File: src/rtl/can_stuff_sequencer.sv
// CAN TX bit-stuffing sequencer: forwards frame bits, inserts a complemented bit after STUFF_LEN identical bits.
// Latency: 1 clk from accepted bit (or stuff/idle bit_tick) to tx_bit_o.
// Backpressure: in_ready_o only on bit_tick in IDLE/SEND without abort; held low while a stuff bit goes out.
module can_stuff_sequencer #(
    parameter int STUFF_LEN = 5,
    parameter int CNT_W     = 8
) (
    input  logic             clk,
    input  logic             rst,
    input  logic             bit_tick_i,
    input  logic             abort_i,
    input  logic             stuff_en_i,
    input  logic             in_valid_i,
    input  logic             in_bit_i,
    input  logic             in_last_i,
    output logic             in_ready_o,
    output logic             tx_bit_o,
    output logic             stuff_pulse_o,
    output logic [CNT_W-1:0] stuff_count_o,
    output logic             busy_o,
    output logic             frame_done_o,
    output logic             underrun_o
);

    localparam logic [1:0] S_IDLE  = 2'd0;
    localparam logic [1:0] S_SEND  = 2'd1;
    localparam logic [1:0] S_STUFF = 2'd2;
    localparam logic [1:0] S_DONE  = 2'd3;

    localparam logic [3:0]       RUN_LEN = 4'(STUFF_LEN);
    localparam logic [3:0]       RUN_ONE = 4'd1;
    localparam logic [CNT_W-1:0] CNT_ONE = CNT_W'(1);

    logic [1:0]       state_q, state_d;
    logic             tx_bit_q, tx_bit_d;
    logic [3:0]       run_cnt_q, run_cnt_d;
    logic             run_val_q, run_val_d;
    logic [CNT_W-1:0] stuff_cnt_q, stuff_cnt_d;
    logic             last_q, last_d;
    logic             stuff_pulse_q, stuff_pulse_d;
    logic             underrun_q, underrun_d;

    logic             accept;
    logic [3:0]       run_inc;
    logic [3:0]       run_new;

    assign in_ready_o    = bit_tick_i & ((state_q == S_IDLE) | (state_q == S_SEND)) & ~abort_i;
    assign accept        = in_valid_i & in_ready_o;
    assign tx_bit_o      = tx_bit_q;
    assign stuff_pulse_o = stuff_pulse_q;
    assign stuff_count_o = stuff_cnt_q;
    assign busy_o        = (state_q != S_IDLE);
    assign frame_done_o  = (state_q == S_DONE);
    assign underrun_o    = underrun_q;

    // Run length after an accepted SEND bit; saturates at STUFF_LEN so it never wraps.
    always_comb begin
        run_inc = (run_cnt_q >= RUN_LEN) ? RUN_LEN : (run_cnt_q + RUN_ONE);
        run_new = (in_bit_i == run_val_q) ? run_inc : RUN_ONE;
    end

    // Next-state logic: abort dominates, otherwise everything but DONE->IDLE waits for bit_tick.
    always_comb begin
        state_d       = state_q;
        tx_bit_d      = tx_bit_q;
        run_cnt_d     = run_cnt_q;
        run_val_d     = run_val_q;
        stuff_cnt_d   = stuff_cnt_q;
        last_d        = last_q;
        stuff_pulse_d = 1'b0;
        underrun_d    = 1'b0;
        if (abort_i) begin
            state_d   = S_IDLE;
            tx_bit_d  = 1'b1;
            run_cnt_d = 4'd0;
        end else begin
            case (state_q)
                S_IDLE: begin
                    if (accept) begin
                        // First bit of a frame; a single bit can never complete a run (STUFF_LEN >= 2).
                        tx_bit_d    = in_bit_i;
                        run_cnt_d   = RUN_ONE;
                        run_val_d   = in_bit_i;
                        stuff_cnt_d = '0;
                        last_d      = in_last_i;
                        state_d     = in_last_i ? S_DONE : S_SEND;
                    end else if (bit_tick_i) begin
                        tx_bit_d = 1'b1;
                    end
                end
                S_SEND: begin
                    if (accept) begin
                        tx_bit_d  = in_bit_i;
                        run_cnt_d = run_new;
                        run_val_d = in_bit_i;
                        if (stuff_en_i && (run_new == RUN_LEN)) begin
                            state_d = S_STUFF;
                            last_d  = in_last_i;
                        end else if (in_last_i) begin
                            state_d = S_DONE;
                        end
                    end else if (bit_tick_i) begin
                        // Upstream missed its bit time mid-frame: drop the frame, keep the stuff count.
                        underrun_d = 1'b1;
                        tx_bit_d   = 1'b1;
                        run_cnt_d  = 4'd0;
                        state_d    = S_IDLE;
                    end
                end
                S_STUFF: begin
                    if (bit_tick_i) begin
                        // The stuff bit itself opens a new run of the opposite polarity.
                        tx_bit_d      = ~run_val_q;
                        stuff_pulse_d = 1'b1;
                        if (stuff_cnt_q != '1) begin
                            stuff_cnt_d = stuff_cnt_q + CNT_ONE;
                        end
                        run_cnt_d = RUN_ONE;
                        run_val_d = ~run_val_q;
                        state_d   = last_q ? S_DONE : S_SEND;
                    end
                end
                default: begin
                    state_d = S_IDLE;
                end
            endcase
        end
    end

    // State registers with asynchronous reset to the recessive idle condition.
    always_ff @(posedge clk or posedge rst) begin
        if (rst) begin
            state_q       <= S_IDLE;
            tx_bit_q      <= 1'b1;
            run_cnt_q     <= 4'd0;
            run_val_q     <= 1'b1;
            stuff_cnt_q   <= '0;
            last_q        <= 1'b0;
            stuff_pulse_q <= 1'b0;
            underrun_q    <= 1'b0;
        end else begin
            state_q       <= state_d;
            tx_bit_q      <= tx_bit_d;
            run_cnt_q     <= run_cnt_d;
            run_val_q     <= run_val_d;
            stuff_cnt_q   <= stuff_cnt_d;
            last_q        <= last_d;
            stuff_pulse_q <= stuff_pulse_d;
            underrun_q    <= underrun_d;
        end
    end

endmodule

File: config.mk
export PLATFORM = sky130hd
export DESIGN_NAME = can_stuff_sequencer
export DESIGN_NICKNAME = d
export VERILOG_FILES = /design/src/rtl/can_stuff_sequencer.sv
export SDC_FILE = /design/constraint.sdc
export NUM_CORES = 1
export LEC_CHECK = 0
export BUFFER_PORTS_ARGS = -buffer_cell sky130_fd_sc_hd__buf_2
export CAP_MARGIN = 20
export CORE_ASPECT_RATIO = 1.1
export CORE_UTILIZATION = 49
export CTS_CLUSTER_SIZE = 8
export DETAILED_ROUTE_END_ITERATION = 7
export GPL_TIMING_DRIVEN = 0
export PLACE_DENSITY = 0.74
export RECOVER_POWER = 50
export REMOVE_ABC_BUFFERS = 1
export SETUP_SLACK_MARGIN = 0.02
export SLEW_MARGIN = 20
export SYNTH_ARGS = -nofsm -noshare
export SYNTH_HDL_FRONTEND = slang
export SYNTH_SLANG_ARGS = --single-unit
File: constraint.sdc
create_clock -name clk -period 2.15 [get_ports clk]
set_clock_uncertainty 0.15 [all_clocks]
set_input_delay 0.215 -clock clk [delete_from_list [all_inputs] [get_ports clk]]
set_output_delay 0.215 -clock clk [all_outputs]
set_load 0.02 [all_outputs]
==> results_tabular.tex <==
\begin{tabular}{lr}
\hline
Metric & Value \\
\hline
\multicolumn{2}{l}{\textbf{Run status}} \\
\quad Status & finished clean \\
\multicolumn{2}{l}{\textbf{Layout}} \\
\quad Post-layout nets & 184 \\
\quad Most frequent cells in the layout & 15 x nand2\_1, 15 x dfrtp\_1, 14 x buf\_2, 12 x nor2\_1, 9 x o21ai\_0 \\
\quad Layout Cell Area excl Fill & 1560 um2 \\
\quad Final antenna diode count & 0 \\
\quad Area Growth Syn to Fin & 25.4\% \\
\quad Share of post-route cells with drive strength above 1 & 0.311 \\
\multicolumn{2}{l}{\textbf{Detailed routing}} \\
\quad Met2 Routed Length & 1510 um \\
\quad Routed via count & 1,133 \\
\quad Highest metal layer with signal wires & met4 \\
\quad Met1 wire length & 1270 um \\
\quad Post-DR wirelength/cell & 14.6 um \\
\quad Routed met3 length & between 80 and 90 um \\
\quad Antenna violation net count after detailed routing & 0 \\
\quad Number of remaining DRC errors & 0 \\
\quad Vias per inst & 5.75 \\
\quad Final Routed Wirelength & between 2000 and 3000 um \\
\quad Number of DRC markers in iteration 0 & 19 \\
\quad Detailed-routing iteration count for the pre-antenna-repair pass & 4 \\
\multicolumn{2}{l}{\textbf{Min path}} \\
\quad Hold Path End & run\_val\_q \\
\quad Worst Hold Path Cells & 3 \\
\quad Beginning of the worst hold path & in\_bit\_i \\
\quad Classification of the worst-slack hold path & input pin to register \\
\multicolumn{2}{l}{\textbf{Worst setup path}} \\
\quad Worst path arrival time & approximately 2.1 ns \\
\quad Req. time, crit path & about 2.2 ns \\
\quad Cells on worst reg2reg path & 6 \\
\quad Largest fanout on the critical path & 5 \\
\quad CP startpoint kind & register \\
\quad Worst reg2reg path startpoint & run\_cnt\_q[0] \\
\quad Kind of end point of the critical path & register \\
\quad Minimum setup slack among reg-to-reg paths & 0.08 ns \\
\quad Crit Path Category & register to register \\
\quad Capture instance of the worst register-to-register path & last\_q \\
\multicolumn{2}{l}{\textbf{Synthesis}} \\
\quad Share of synthesized area occupied by flip-flops and latches & 0.383 \\
\quad Most common flop cell mapped by yosys & dfrtp\_1 \\
\quad Number of flops mapped to enable cells by yosys & 0 \\
\quad Gate Count Post-Synth & 137 \\
\quad Avg Cell Area, Syn & 9.11 um2 \\
\quad Syn Std Cell Area & between 1000 and 1500 um2 \\
\quad Async set or reset register ratio after synthesis & 1.00 \\
\quad Total of warnings raised by yosys & 0 \\
\quad Distinct cell type count after synthesis & 47 \\
\quad Number of storage elements in the synthesis netlist & 19 \\
\multicolumn{2}{l}{\textbf{Run}} \\
\quad Max capacitance violation total & 0 \\
\multicolumn{2}{l}{\textbf{Power}} \\
\quad Power per cell area & 935 nW/um2 \\
\quad Power share of the sequential group & 0.347 \\
\quad Reported net switching power & 627 uW \\
\quad Switching part of the total & 0.428 \\
\quad Internal power & 836 uW \\
\quad Worst IR drop on VDD & 0.652 mV \\
\quad Leakage power summed over all cells & a little over 0.0007 uW \\
\quad Combinational fraction of design power & 0.524 \\
\quad Part of the power in the clock network & 0.130 \\
\multicolumn{2}{l}{\textbf{Clock tree}} \\
\quad Insertion delay to the later sink of the worst-skew pair & 0.30 ns \\
\quad CTS H-Tree Depth & 1 \\
\quad Clock slew at reported path FFs & 0.12 ns \\
\quad Sink Count & 19 \\
\quad Number of buffers created by CTS & 3 \\
\quad Max Root-Sink Buffers & 2 \\
\quad Clk root buf & clkbuf\_4 \\
\quad TritonCTS clock tree & done \\
\multicolumn{2}{l}{\textbf{Floorplan}} \\
\quad Die area & 2750 um2 \\
\quad Starting Density & 0.538 \\
\quad Die Ht & about 55 um \\
\quad \# IOs & 22 \\
\quad Die X-Extent & 50.1 um \\
\quad Floorplan row count & 18 \\
\quad Std-Cell Core Area & between 2000 and 2500 um2 \\
\multicolumn{2}{l}{\textbf{Global routing}} \\
\quad Initial antenna violation count & 0 \\
\quad Global-route wire length before repair & 4490 um \\
\quad Largest net degree at the start of global routing & 20 \\
\quad Total GRT Usage & 0.221 \\
\quad Total gr overflow & 0 \\
\quad Via count of the first global-routing pass & roughly 1,000 \\
\multicolumn{2}{l}{\textbf{Place}} \\
\quad Instance area at placement & approximately 1400 um2 \\
\quad Count of buffers inserted at the top-level ports & 21 \\
\quad Dpl hpwl & around 1900 um \\
\quad Final RePlAce weighted congestion & roughly 0.73 \\
\multicolumn{2}{l}{\textbf{Timing}} \\
\quad Post-route fraction of the period consumed by the critical path & 0.964 \\
\quad Max transition margin & 0.509 \\
\quad Fin crit period & 2.07 ns \\
\quad Final Hold Slack & 0.0258 ns \\
\quad Setup repair after global routing missed its margin & no \\
\quad Worst-margin pin slew & 0.736 ns \\
\quad Number of endpoints failing setup at the final stage & 0 \\
\quad Max frequency & 482 MHz \\
\quad Slew Viols, Final & 0 \\
\quad Fin. Hold Viols & 0 \\
\hline
\end{tabular}
kinds of logic after synthesis:
family,Yosys count,share of synthesized area
AND/OR/NAND/NOR,51,0.219
AO/OA/AOI/OAI,36,0.197
flip-flops,19,0.383
buffers and inverters,14,0.0451
adder cells (fa/ha/maj),8,0.0802
multiplexers,6,0.0552
XOR/XNOR,3,0.0211
worst max-delay path: stages (launching register included):
cell and delay, ns:
dfrtp_2 0.46, ha_1 0.25, xnor2_1 0.14, or3_4 0.35, a21oi_4 0.19, o21bai_1 0.10
mux2_1 0.32
cells in the mapped netlist (2+ instances only):
| cell | count | area (um2) |
|---|---|---|
| a21o_1 | 2 | 15.0 |
| mux2_2 | 2 | 22.5 |
| a21oi_1 | 6 | 30.0 |
| o21ai_0 | 9 | 45.0 |
| or2_1 | 2 | 12.5 |
| nand4_1 | 2 | 12.5 |
| nor2_1 | 12 | 45.0 |
| nand3_1 | 3 | 15.0 |
| o211ai_1 | 2 | 15.0 |
| xnor2_1 | 2 | 17.5 |
| buf_2 | 3 | 15.0 |
| dfstp_2 | 2 | 52.6 |
| o31ai_1 | 3 | 22.5 |
| nand2_1 | 15 | 56.3 |
| nand2b_1 | 2 | 12.5 |
| nor3_1 | 3 | 15.0 |
| or3_1 | 2 | 12.5 |
| o21bai_1 | 2 | 15.0 |
| inv_1 | 10 | 37.5 |
| o41ai_1 | 2 | 17.5 |
| ha_1 | 8 | 100 |
| mux2i_1 | 2 | 20.0 |
| dfrtp_1 | 17 | 425 |
metal layers:
metal / GRT usage / vias up
met5: 0 / -
met4: 0.0571 / 0
met3: 0.0492 / 2
met2: 0.431 / 20
met1: 0.244 / 564
li1: - / 547
how the worst max path moves through the flow:
stage | depth (start not counted) | startpoint | endpoint | slack, ns
after floorplan | 6 | state_q[0] | stuff_count_o[7] | 0.08
after global placement | 6 | state_q[0] | stuff_count_o[5] | -0.25
after detailed placement | 6 | state_q[0] | stuff_count_o[5] | -0.30
after CTS | 6 | state_q[0] | stuff_count_o[5] | 0.03
after global routing | 6 | run_cnt_q[1] | last_q | 0.02
final | 6 | run_cnt_q[0] | last_q | 0.08
flip-flops by register name, indices dropped and copies added (netlist names):
| signal | flops |
|---|---|
| tx_bit_o | 1 |
| stuff_count_o | 8 |
| underrun_o | 1 |
| run_cnt_q | 4 |
| stuff_pulse_o | 1 |
| state_q | 2 |
| last_q | 1 |
| run_val_q | 1 |
layout make-up:
| type | count | area, um2 |
|---|---|---|
| sequential | 19 | 480 |
| multi-input combinational | 104 | 812 |
| clock buffer | 3 | 22.5 |
| clock inverter | 1 | 5.00 |
| inverter | 10 | 37.5 |
| timing repair buffer | 30 | 169 |
| fill | 184 | 756 |
| tap | 30 | 37.5 |
power groups by stage:
stage	logic (uW)	clock network, uW	registers, uW
final	766	190	507
after global routing	835	210	515
after CTS	657	197	495
after detailed placement	619	0	500
after global placement	599	0	497
after floorplan	461	0	506
per-stage QoR:
step                setup TNS [ns]  total power, uW  setup WS [ns]  std cells  utilization
finish                           0             1460         0.0773        197        0.674
CTS                              0             1350         0.0260        193        0.630
global route                     0             1560         0.0200        197        0.674
floorplan                        0              968         0.0804        133            -
detailed placement           -1.97             1120         -0.302        184        0.591
global placement             -1.33             1100         -0.255        184        0.591
what timing repair did:
| action | in CTS | in global routing |
|---|---|---|
| hold buffers | 2 | 0 |
| hold endpoints to repair | 18 | 0 |
| buffers inserted | 3 | 4 |
| pin swaps | 2 | 3 |
| gates resized for setup | 5 | 16 |
| setup endpoints to repair | 12 | 9 |
Power figures use the tool's default switching activity.
